[src/rtl/fanin_merge.sv]
// fanin_merge: registered round-robin merge of NUM_IN ready/valid streams
// into one stream. Each output word carries the index of its source input.
// A 2-entry output queue keeps out_ready off the in_ready path.

// Per-input ready gate: an input sees ready only when it holds the grant
// and the queue can take a word.
module fanin_merge_lane (
  input  logic gnt,
  input  logic accept_ok,
  output logic rdy
);
  assign rdy = gnt & accept_ok;
endmodule

module fanin_merge #(
  parameter int NUM_IN     = 4,
  parameter int DATA_WIDTH = 17,
  parameter int SRC_W      = $clog2(NUM_IN)
) (
  input  logic                         clk,
  input  logic                         rst_n,
  input  logic                         flush,
  input  logic [NUM_IN-1:0]            en,
  input  logic [NUM_IN-1:0]            in_valid,
  input  logic [NUM_IN*DATA_WIDTH-1:0] in_data,
  output logic [NUM_IN-1:0]            in_ready,
  output logic                         out_valid,
  output logic [DATA_WIDTH-1:0]        out_data,
  output logic [SRC_W-1:0]             out_src,
  input  logic                         out_ready
);

  localparam int IW = SRC_W + 1;

  typedef struct packed {
    logic [DATA_WIDTH-1:0] data;
    logic [SRC_W-1:0]      src;
  } ent_t;

  logic [NUM_IN-1:0][DATA_WIDTH-1:0] din;
  logic [NUM_IN-1:0]                 cand;
  logic [NUM_IN-1:0]                 gnt;
  logic [SRC_W-1:0]                  gidx;
  logic [SRC_W-1:0]                  ptr;
  logic [SRC_W-1:0]                  ptr_nxt;
  logic [1:0]                        count;
  logic                              accept_ok;
  logic                              push;
  logic                              pop;
  ent_t                              q0;
  ent_t                              q1;
  ent_t                              pe;

  assign din  = in_data;
  assign cand = in_valid & en;

  // Round-robin search from ptr upward, wrapping at NUM_IN (not 2^SRC_W).
  always_comb begin
    logic [IW-1:0] idx;
    logic          found;
    gnt   = '0;
    gidx  = '0;
    found = 1'b0;
    idx   = '0;
    for (int k = 0; k < NUM_IN; k++) begin
      idx = IW'(ptr) + IW'(k);
      if (idx >= IW'(NUM_IN)) idx = idx - IW'(NUM_IN);
      if (!found && cand[idx[SRC_W-1:0]]) begin
        found                = 1'b1;
        gnt[idx[SRC_W-1:0]]  = 1'b1;
        gidx                 = idx[SRC_W-1:0];
      end
    end
  end

  // rst_n is folded in so in_ready is low for the whole reset, not just
  // because count happens to be zero.
  assign accept_ok = (count != 2'd2) & ~flush & rst_n;

  genvar gi;
  generate
    for (gi = 0; gi < NUM_IN; gi++) begin : g_lane
      fanin_merge_lane u_lane (
        .gnt      (gnt[gi]),
        .accept_ok(accept_ok),
        .rdy      (in_ready[gi])
      );
    end
  endgenerate

  assign push    = |(in_ready & in_valid);
  assign pop     = out_valid & out_ready & ~flush;
  assign pe      = '{data: din[gidx], src: gidx};
  assign ptr_nxt = (gidx == SRC_W'(NUM_IN - 1)) ? '0 : gidx + SRC_W'(1);

  assign out_valid = (count != 2'd0);
  assign out_data  = q0.data;
  assign out_src   = q0.src;

  // Queue and pointer. q0 is the head; on a pop from a single entry q0 is
  // left alone so the outputs hold their last value while empty.
  always_ff @(posedge clk or negedge rst_n) begin
    if (!rst_n) begin
      q0    <= '0;
      q1    <= '0;
      count <= 2'd0;
      ptr   <= '0;
    end else if (flush) begin
      count <= 2'd0;
      ptr   <= '0;
    end else begin
      if (push) ptr <= ptr_nxt;
      case ({push, pop})
        2'b10: begin
          if (count == 2'd0) q0 <= pe;
          else               q1 <= pe;
          count <= count + 2'd1;
        end
        2'b01: begin
          if (count == 2'd2) q0 <= q1;
          count <= count - 2'd1;
        end
        // push implies count < 2 and pop implies count > 0, so count == 1
        2'b11: q0 <= pe;
        default: ;
      endcase
    end
  end

endmodule

[config.mk]
export PLATFORM = sky130hd
export DESIGN_NAME = fanin_merge
export DESIGN_NICKNAME = d
export VERILOG_FILES = /design/src/rtl/fanin_merge.sv
export SDC_FILE = /design/constraint.sdc
export NUM_CORES = 1
export LEC_CHECK = 0
export BUFFER_PORTS_ARGS = -buffer_cell sky130_fd_sc_hd__buf_2
export CAP_MARGIN = 30
export CORE_MARGIN = 2
export CORE_UTILIZATION = 35
export CTS_CLUSTER_SIZE = 40
export DETAILED_ROUTE_END_ITERATION = 7
export PLACE_DENSITY_LB_ADDON = 0.1
export SLEW_MARGIN = 20
export SYNTH_ARGS = -nofsm -noshare
export SYNTH_HDL_FRONTEND = slang
export SYNTH_HIERARCHICAL = 1
export SYNTH_SLANG_ARGS = --single-unit
[constraint.sdc]
create_clock -name clk -period 3.9 [get_ports clk]
set_clock_uncertainty 0.2 [all_clocks]
set_input_delay 0.39 -clock clk [delete_from_list [all_inputs] [get_ports clk]]
set_output_delay 0.39 -clock clk [all_outputs]
set_load 0.05 [all_outputs]
# Word-level counts from Yosys, hierarchy flattened
# Cells that the tools add are included.
# Widths: inputs -> output; s select.
# word_totals
register_bits	42
elab_cells	111
input_bits	80
# classes
add_sub_neg	10
bitwise_logic	15
eq_ne	8
reduce_logical	18
n_lt_le_gt_ge	13
mux	41
# op_table
operator	count
$pmux 19 s3	1
$mux 19	2
$bmux 17 s2	1
$mux 2	12
$mux 17	1
$mux 4	4
$lt 2x3->1 const B	5
$or 4x4->4	3
$mux 1	11
$sub 2x1->2 const B	5
$ge 3x3->1 const B	3
$and 1x1->1	8
$and 4x4->4	2
$bmux 1 s2	4
$demux 1 s2	4
$eq 2x2->1 const B	4
$ge 2x1->1 const B	4
$logic_and 1x1->1	7
$add 2x2->3 const B	2
$ne 2x2->1 const B	3
$reduce_bool 3->1	2
$add 2x1->2 const B	2
$pmux 2 s2	1
$reduce_and 4->1	1
other kinds (9)	13

# Longest topological paths before layout
# Gate-level depths: netlist of the first run.
# logic_depth
depth_word	20
ltp_mapped	19
depth_no_buf	15

# By module
# Netlist of the first run, hierarchy kept.
# modules_own_cells
module	n_inst	cells_each	area_per_inst_um2
fanin_merge	1	301	2952.8
fanin_merge_lane	4	1	6.3

# Worst setup path before layout of the first run
# OpenSTA, ideal clock, no wires.
# synth_path
path_type	register -> register
start	register ptr[0]
end	register q0, in the netlist out_data[10]
path_stages_with_launch	19
required_ps	3606
path_slack_ps	-234
arrival_ps	3840
synth_period_minus_slack_ps	4134
setup_time_ps	94
path_buffers	4
path_cell_list	dfrtp_1 -> buf_4 -> inv_2 -> ha_1 -> buf_4 -> nor2_1 -> a211o_1 -> nand2_1 -> nor2_1 -> a222oi_1 -> nand2_1 -> and2_1 -> a22oi_1 -> nand2_2 -> or4b_1 -> and2_1 -> buf_2 -> buf_2 -> a221oi_2
# synth_via
elab_chain_len	20
elab_cells_between_ends	80
classes_between	add/sub: 7; order compare: 12; eq/ne: 5; mux: 35; bitwise: 8; reduce/logical: 13
# synth_rtl
item	line_no	rtl
from (decl)	44	logic [SRC_W-1:0] ptr;
from (signal assigned)	112	if (push) ptr <= ptr_nxt;
parallel branches: the longest is 13 deep, another holds $add 2x1->3	--	
$mux 4 *	68	if (!found && cand[idx[SRC_W-1:0]]) begin
named net gnt[2]	42	logic [NUM_IN-1:0] gnt;
$and 1x1->1 *	12	assign rdy = gnt & accept_ok;
named net in_ready[2]	26	output logic [NUM_IN-1:0] in_ready,
$and 4x4->4 *	91	assign push = |(in_ready & in_valid);
$reduce_or 4->1 *	91	
$eq 2x1->1 / $eq 2x2->1 (equally long branches)	113	case ({push, pop})
$ne 2x2->1 (no source line) / $reduce_bool 3->1 (equally long branches)	--	
$reduce_and 4->1 (no source line)	--	
to (signal assigned)	115	if (count == 2'd0) q0 <= pe;
to (signal assigned)	120	if (count == 2'd2) q0 <= q1;
to (signal assigned)	124	2'b11: q0 <= pe;
to (decl)	50	ent_t q0;
# Mark *: on every way through the listed nets, which the timed path passes. The select of a mux whose other input is x is not followed.
# A chain may end at the register's enable or synchronous reset.

# Final worst setup path of the first run
# layout_path
start	register ptr[0]
end	register q0, in the netlist out_data[0]
# layout_via
elab_chain_len	20
elab_cells_between_ends	80
classes_between	add/sub: 7; order compare: 12; eq/ne: 5; mux: 35; bitwise: 8; reduce/logical: 13
# layout_rtl
item	line_no
parallel branches: the longest is 13 deep, another holds $add 2x1->3	--
$mux 4 *	68
named net gnt[3]	42
$and 1x1->1 *	12
$and 4x4->4 *	91
$reduce_or 4->1 *	91
$eq 2x1->1 / $eq 2x2->1 (equally long branches)	113
$ne 2x2->1 (no source line) / $reduce_bool 3->1 (equally long branches)	--
$reduce_and 4->1 (no source line)	--
# Marked as above.

==> out/qor.csv, run 1 <==
metric,value,unit
hp-class,in2async,
reg2reg_slack,0.22,ns
grt_pass1_wl,11.2,mm
grt_pass1_vias,2328,
powerDensity,550,nW/µm²
p_seq_share,30.3,%
layout_commonest_cell,buf_2,
vias_per_cell,5.00,
multiInputGateArea,1850,µm²
p_sw,947,µW
critical_path_required,3.88,ns
seq_area_frac_synth,35.3,%
worstSetupStartpoint,ptr[0]$_DFFE_PN0P_,
max_slew.worst_pin.slew,0.671,ns
syn_area_per_cell,9.76,µm²
ys_types,46,
ys_seq_elements,42,
path_max_fanout,10,
cap_violations,0,
reg2regPathDepth,12,
crit_arrival,3.66,ns
antenna_cells,0,
intPower,1.13,mW
first_pass_iters,4,
yosys_warnings,6,
post-route-cell-area,3780,µm²
timing.final.ws_setup,0.222,ns
routabilityCongestion,0.793,
outcome,"finished, final reports clean",
final_cell_mix,"buf_2 (103), nor2_1 (47), dfrtp_1 (41)",
maxSlewViolCount,0,
tns,0,ns
end_kind,flip-flop,
route.detailed.drc,0,
rows,33,
core,8220,µm²
syn-cell-area,2980,µm²
grtUsageTotal,15.6,%
num_io_pins,104,
routedWlPerCell,14.0,µm
synth_flop_cell,dfrtp_1,
ir_worst_vdd,258,µV
synth_edf_count,0,
drive_above_1_share,42.5,%
cts.sink_count,42,
final_cells,514,
setup_viol,0,
rsz0062_at_grt,no,
pre_cts_ws,0.118,ns
initial_core_util,36.2,%
antenna_left,0,
cts_root_buf,clkbuf_8,
tritoncts,built,
dieArea,9260,µm²
cts_max_level,2,
clk_latency,0.28,ns
drt_iter0_drc,98,
slew_headroom,55.2,%
synthCells,305,
cts_buffers,5,
swShare,45.5,%
grt_max_degree,43,
max_freq,272,MHz
total_power,2.08,mW
endpoint,out_data[0]$_DFFE_PN0P_,
placed_cell_area,3650,µm²
antenna_found_initial,0,
setup.worst_path.start_class,flip-flop,
fin_nets,496,
fin_crit,3.68,ns
port_buffers,103,
pwr-share-clk,16.0,%
clk_path_buf_depth,2,
gr-total-overflow,0,
async_flop_share,100,%
die_y,96.2,µm
p_comb_share,53.7,%
r2r-end,out_data[0]$_DFFE_PN0P_,
vias,2571,
power_leakage,1.84,nW
dpl.cell_count,506,
reg2reg_from,ptr[0]$_DFFE_PN0P_,
die-width,96.2,µm
area_growth,26.8,%
path_clk_slew,0.08,ns
routed_wl,7.18,mm
nFillCells,809,
regArea,1050,µm²
min_period_over_period,94.3,%
hold_viol,0,
path_class,reg2reg,
synth_nets,393,
place.detailed.hpwl,5.27,mm
sequential cells by signal (all words and copies together), names as in the netlist:
register and cells:
count 2, out_data 17, out_src 2, ptr 2, q1 19
cells in the mapped netlist, drive strengths merged (2+ instances only):
cell type / n / area (µm²)
a211oi: 2 / 15.0
a21oi: 7 / 35.0
a221oi: 17 / 249
a222oi: 4 / 40.0
a22oi: 2 / 15.0
a31oi: 2 / 12.5
and2: 9 / 60.1
buf: 11 / 88.8
clkbuf: 10 / 37.5
dfrtp: 42 / 1050
ha: 8 / 100
inv: 3 / 11.3
mux2: 19 / 251
mux2i: 36 / 360
nand2: 38 / 145
nand2b: 2 / 12.5
nor2: 47 / 176
nor2b: 2 / 12.5
nor3: 4 / 20.0
nor4: 2 / 12.5
o21ai: 24 / 124
area by class of cell:
| class | instances | share of cell area [%] |
|---|---|---|
| Clock buffer | 5 | 1.82 |
| Timing Repair Buffer | 117 | 16.4 |
| Multi-Input combinational cell | 239 | 49.1 |
| Clock inverter | 3 | 1.06 |
| Tap cell | 105 | 3.48 |
| Sequential cell | 42 | 27.9 |
| Inverter | 3 | 0.298 |
timing repair:
item | CTS | global route
setup buffers | 0 | 0
gates resized for setup | 0 | 3
hold buffers | 0 | 0
endpoints found under the hold margin | 0 | 0
endpoints found under the setup margin | 0 | 18
metrics by stage:
step	hold WS, ns	utilization (%)
6_report	0.0459	46.0
5_1_grt	0.0851	46.0
4_1_cts	0.0597	45.8
3_5_place_dp	0.271	44.4
3_3_place_gp	0.262	44.4
2_1_floorplan	-0.106	-
power by group through the flow:
stage | combinational [mW] | clock, mW | sequential (mW)
5_1_grt | 1.20 | 0.361 | 0.649
4_1_cts | 1.12 | 0.343 | 0.631
6_report | 1.12 | 0.333 | 0.630
3_5_place_dp | 1.12 | 0 | 0.635
2_1_floorplan | 0.513 | 0 | 0.984
3_3_place_gp | 1.11 | 0 | 0.640
cells by family after synthesis:
logic type | after synthesis | share of synthesized area (%)
AO/OA/AOI/OAI | 64 | 18.8
multiplexers | 56 | 21.3
AND/OR/NAND/NOR | 109 | 16.0
XOR/XNOR | 2 | 0.588
buffers and inverters | 24 | 4.62
flip-flops | 42 | 35.3
adder cells (fa/ha/maj) | 8 | 3.36
routing by layer:
| layer | vias to the layer above | track usage (%) | wire length (µm) |
|---|---|---|---|
| met2 | 74 | 25.3 | 3380 |
| met3 | 4 | 3.52 | 428 |
| met4 | 0 | 3.81 | 37 |
| met5 | - | 0 | 0 |
| met1 | 1187 | 21.0 | 3330 |
| li1 | 1306 | - | - |
critical path: stages (launching register included):
cell	delay [ns]
dfrtp_1	0.39
inv_2	0.09
buf_4	0.17
mux4_2	0.58
a222oi_1	0.38
nand2_1	0.13
and2_4	0.19
a22oi_2	0.17
nand2_4	0.14
or4b_1	0.50
and2_1	0.19
buf_4	0.19
a221oi_1	0.26
worst min-delay path by stage:
stage | startpoint | to | slack [ns]
after CTS | rst_n | out_data[11]$_DFFE_PN0P_ | 0.06
after detailed placement | q1[12]$_DFFE_PN0P_ | q1[12]$_DFFE_PN0P_ | 0.27
final | rst_n | q1[15]$_DFFE_PN0P_ | 0.05
after floorplan | rst_n | count[0]$_DFFE_PN0P_ | -0.11
after global routing | rst_n | out_data[10]$_DFFE_PN0P_ | 0.09
after global placement | q1[12]$_DFFE_PN0P_ | q1[12]$_DFFE_PN0P_ | 0.26
Power figures use the tool's default switching activity.
==> run 2: changes to the inputs <==
- CORE_UTILIZATION: 35 -> 47
- CTS_BUF_LIST: not set -> sky130_fd_sc_hd__clkbuf_8
==> out/qor.csv, run 2 (same netlist as run 1, synthesis figures left out) <==
metric,value,unit,change
clk_latency,0.29,ns,about the same
cts.sink_count,42,,unchanged
ctsHoldBuffers,0,,unchanged
routed_wl,6.75,mm,-6.0%
path_max_fanout,11,,+1
largest_reg_flops,19,,unchanged
dpl.cell_count,478,,-5.5%
final_cell_mix,"buf_2 (103), nor2_1 (47), dfrtp_1 (41)",,
path_clk_slew,0.08,ns,about the same
hold_ws,-0.0135,ns,-0.0594 ns
cts_root_buf,clkbuf_8,,
die-width,83.6,µm,-13%
critical_path_required,3.89,ns,about the same
rows,29,,-12%
regMostFlops,q1,,
grt_pass1_wl,11.4,mm,+1.5%
num_io_pins,104,,unchanged
core,6240,µm²,-24%
slew_headroom,51.0,%,-4.2 points
max_slew.worst_pin.slew,0.735,ns,+0.0646 ns
highest_layer,met4,,
tns,0,ns,unchanged
pre_cts_ws,0.187,ns,+0.0689 ns
hp-class,in2async,,
timing.final.ws_setup,0.296,ns,+0.0742 ns
fin_crit,3.60,ns,-0.0742 ns
wl_met3,297,µm,-31%
violations,hold timing,,
powerDensity,545,nW/µm²,-0.92%
end_kind,flip-flop,,
ir_worst_vdd,369,µV,+43%
fin_nets,496,,unchanged
min_period_over_period,92.4,%,-1.9 points
antenna_left,0,,unchanged
die_y,83.6,µm,-13%
vias_per_cell,5.32,,+6.4%
clk_path_buf_depth,2,,unchanged
layout_commonest_cell,buf_2,,
cts_max_level,2,,unchanged
met2_length,3.39,mm,+0.41%
final_cells,486,,-5.4%
cap_violations,0,,unchanged
area_growth,25.0,%,
grtUsageTotal,19.5,%,+3.9 points
port_buffers,103,,unchanged
power_leakage,1.83,nW,-0.92%
drt-met1-wl,3.01,mm,-9.7%
drt_iter0_drc,113,,+15%
path_class,reg2reg,,
antenna_found_initial,0,,unchanged
routedWlPerCell,13.9,µm,-0.53%
grt_pass1_vias,2434,,+4.6%
initial_core_util,47.7,%,+11 points
setup.worst_path.start_class,flip-flop,,
dieArea,6990,µm²,-25%
hold_viol,30,,+30
place.detailed.hpwl,5.04,mm,-4.4%
cts_buffers,5,,unchanged
max_freq,277,MHz,+2.1%
antenna_cells,0,,unchanged
maxSlewViolCount,0,,unchanged
post_cts_resized,0,,unchanged
tritoncts,built,,
first_pass_iters,4,,unchanged
routabilityCongestion,0.888,,+12%
route.detailed.drc,0,,unchanged
vias,2586,,+0.58%
rsz0062_at_grt,no,,
drive_above_1_share,42.5,%,unchanged
outcome,finished with violations,,
cts_setup_buffers,0,,unchanged
crit_arrival,3.60,ns,-0.06 ns
grt_max_degree,43,,unchanged
reg2reg_slack,0.30,ns,+0.07 ns
setup_viol,0,,unchanged
gr-total-overflow,0,,unchanged
## run 2: layout make-up
class                   instances  area, µm²
clock inverters                 3       23.8
flip-flops and latches         42       1050
fillers                       597       2520
repair buffers                117        621
clock buffers                   5       68.8
multi-input cells             239       1850
well taps                      77       96.3
inverters                       3       11.3
## run 2: worst paths after layout
path,end,startpoint,depth (start not counted)
worst max-delay path,out_data[15]$_DFFE_PN0P_,ptr[1]$_DFFE_PN0P_,15
worst min-delay path,out_data[9]$_DFFE_PN0P_,rst_n,2
worst max register to register,out_data[15]$_DFFE_PN0P_,ptr[1]$_DFFE_PN0P_,15
worst min register to register,q1[13]$_DFFE_PN0P_,q1[13]$_DFFE_PN0P_,2
max in group asynchronous,ptr[1]$_DFFE_PN0P_,rst_n,2
min in group clk,ptr[1]$_DFFE_PN0P_,flush,2
## run 2: layer usage
layer  global-route usage (%)  vias up
met2                     33.4       70
met1                     25.9     1210
li1                         -     1302
met3                     3.46        4
met4                     3.96        0
met5                        0        -
## run 2: power by group
part           total [mW]  internal (mW)  switching [mW]  leakage, nW
registers           0.632          0.559          0.0729        0.532
clock network       0.288          0.128           0.160       0.0408
logic                1.11          0.384           0.725         1.25
## run 2: per-stage QoR
step                utilization (%)  power (mW)  cell area (µm²)
finish                         59.6        2.03             3720
global route                   59.6        2.15             3720
CTS                            59.4        2.04             3710
detailed placement             57.9        1.75             3620
global placement               57.9        1.73             3620
floorplan                         -        1.50             3010
## run 2: worst max-delay path: stages, from the launching register on
cell and delay (ns):
dfrtp_2 0.37, inv_2 0.08, ha_4 0.33, nor2_1 0.07, a211o_1 0.30, nand2_1 0.08
nor2_1 0.07, a222oi_1 0.32, nand2_1 0.09, and2_4 0.17, a22oi_2 0.18, nand2_2 0.10
or4b_1 0.50, and2_1 0.20, buf_4 0.19, a221oi_2 0.26
==> run 3: changes to the inputs <==
- ABC_AREA: not set -> 1
- CORE_UTILIZATION: 47 -> 49
==> out/qor.csv, run 3 <==
metric,value,unit,change
setup_viol,0,,unchanged
fin_nets,720,,+45%
reg2reg_from,ptr[1]$_DFFE_PN0P_,,
cts_buffers,5,,unchanged
post-route-util,61.2,%,+1.6 points
reg2reg_slack,0.26,ns,-0.03 ns
regMostFlops,q1,,
powerDensity,760,nW/µm²,+39%
routedWlPerCell,12.1,µm,-13%
rows,30,,+3.4%
largest_reg_flops,19,,unchanged
cap_violations,0,,unchanged
min_period_over_period,93.2,%,+0.83 points
ys_types,31,,-33%
cts_root_buf,clkbuf_8,,
path_class,reg2reg,,
dieArea,7750,µm²,+11%
end_kind,flip-flop,,
critical_path_required,3.90,ns,about the same
grt_max_degree,43,,unchanged
swShare,56.1,%,+8.9 points
port_buffers,103,,unchanged
vias_per_cell,4.90,,-7.9%
final_cell_mix,"nand2_1 (151), inv_1 (108), buf_2 (103)",,
ys_seq_elements,42,,unchanged
final_cells,729,,+50%
synth_edf_count,0,,unchanged
setup.worst_path.start_class,flip-flop,,
p_sw,1.77,mW,+85%
drive_above_1_share,26.5,%,-16 points
drt_iter0_drc,148,,+31%
path_max_fanout,14,,+3
cts_max_level,2,,unchanged
initial_core_util,50.9,%,+3.2 points
outcome,"finished, final reports clean",,
crit_arrival,3.63,ns,+0.03 ns
num_io_pins,104,,unchanged
die_y,88.0,µm,+5.3%
max_slew.worst_pin.slew,0.533,ns,-0.202 ns
power_leakage,2.52,nW,+38%
layout_commonest_cell,nand2_1,,
grt_pass1_wl,14.8,mm,+30%
clk_path_buf_depth,2,,unchanged
hold_viol,0,,-100%
synthCells,534,,+75%
netlist_top_cells_count,"nand2_1 (151), inv_1 (108), nand3_1 (93)",,
fin_crit,3.64,ns,+0.0325 ns
total_power,3.16,mW,+56%
routed_wl,8.84,mm,+31%
grt_pass1_vias,3280,,+35%
async_flop_share,100,%,unchanged
core,6790,µm²,+8.9%
place.detailed.hpwl,6.48,mm,+29%
clk_latency,0.30,ns,about the same
synth_top_area_share,30.4,%,-4.9 points
p_seq_share,23.2,%,-7.9 points
synth_nets,622,,+58%
die-width,88.0,µm,+5.3%
seq_area_frac_synth,30.4,%,-4.9 points
route.detailed.drc,0,,unchanged
slew_headroom,64.4,%,+13 points
hp-class,in2async,,
syn-cell-area,3460,µm²,+16%
ir_worst_vdd,386,µV,+4.6%
vias,3573,,+38%
yosys_warnings,6,,unchanged
antenna_found_initial,0,,unchanged
antenna_left,0,,unchanged
path_clk_slew,0.09,ns,about the same
synth.most_common_cell,nand2_1,,
dpl.cell_count,718,,+50%
grtUsageTotal,23.9,%,+4.5 points
r2r-end,out_data[10]$_DFFE_PN0P_,,
cts.sink_count,42,,unchanged
gr-total-overflow,0,,unchanged
tritoncts,built,,
synth_flop_cell,dfrtp_1,,
antenna_cells,0,,unchanged
p_comb_share,67.5,%,+13 points
first_pass_iters,4,,unchanged
synthTopCellsByArea,"dfrtp_1 (30%), nand2_1 (16%), nand3_1 (13%)",,
reg2regPathDepth,19,,+4
intPower,1.39,mW,+29%
routabilityCongestion,0.926,,+4.3%
syn_area_per_cell,6.48,µm²,-34%
area_growth,20.2,%,
synth_top_area_cell,dfrtp_1,,
max_freq,275,MHz,-0.89%
ctsHoldBuffers,0,,unchanged
pwr-share-clk,9.3,%,-4.9 points
maxSlewViolCount,0,,unchanged
run 3: how the worst max path moves through the flow:
stage	startpoint	slack, ns	end
after global routing	ptr[1]$_DFFE_PN0P_	-0.01	out_data[5]$_DFFE_PN0P_
after detailed placement	ptr[1]$_DFFE_PN0P_	0.009	count[0]$_DFFE_PN0P_
after floorplan	ptr[1]$_DFFE_PN0P_	0.37	out_data[10]$_DFFE_PN0P_
final	ptr[1]$_DFFE_PN0P_	0.26	out_data[10]$_DFFE_PN0P_
after global placement	ptr[1]$_DFFE_PN0P_	0.18	out_data[3]$_DFFE_PN0P_
after CTS	ptr[1]$_DFFE_PN0P_	0.003	count[0]$_DFFE_PN0P_
run 3: final cells by class:
class,instances,area (µm²)
sequential,42,1050
clock inverter,3,23.8
timing repair buffer,114,611
clock buffer,5,68.8
multi-input combinational,358,1850
inverter,111,428
fill,668,2640
tap,96,120
run 3: cells by family after synthesis:
family	synth area share (%)
buffers and inverters	16.4
adder cells (fa/ha/maj)	2.89
AO/OA/AOI/OAI	8.72
flip-flops	30.4
XOR/XNOR	0.507
AND/OR/NAND/NOR	41.1
run 3: repair_timing:
item / CTS / global route
gates resized for setup: 0 / 2
buffers inserted: 0 / 3
setup endpoints to repair: 0 / 21
run 3: power by group through the flow:
| stage | registers (mW) | clock network, mW | logic [mW] |
|---|---|---|---|
| after floorplan | 1.04 | 0 | 1.42 |
| after global placement | 0.739 | 0 | 2.08 |
| after detailed placement | 0.738 | 0 | 2.12 |
| after CTS | 0.733 | 0.300 | 2.12 |
| after global routing | 0.754 | 0.320 | 2.39 |
| final | 0.733 | 0.294 | 2.13 |
run 3: per-layer routing:
metal | global-route usage, % | wire length (µm)
met1 | 30.9 | 4100
met2 | 42.4 | 4210
met4 | 5.37 | 106
met5 | 0 | 0
met3 | 3.86 | 428
run 3: worst max-delay path: stages (launching register included):
cell,delay [ns]
dfrtp_1,0.54
inv_1,0.11
ha_1,0.37
inv_1,0.11
nand3_1,0.09
nand2_1,0.06
nand3_2,0.09
inv_1,0.09
a221oi_1,0.24
o21ai_0,0.13
nand2_1,0.08
inv_1,0.05
a22o_1,0.22
nor2_1,0.17
nand2_1,0.14
o21ai_4,0.41
buf_4,0.26
a21oi_1,0.06
nand2_1,0.07
nand2_1,0.05
run 3: stage by stage:
step,area [µm²],hold slack (ns),setup TNS (ns),setup WS [ns]
after CTS,4120,0.0668,0,0.00264
after global routing,4160,0.0946,-0.0113,-0.0113
final,4160,0.0408,0,0.264
after detailed placement,4030,0.260,0,0.00902
after global placement,4030,0.261,0,0.178
after floorplan,3460,-0.106,0,0.375
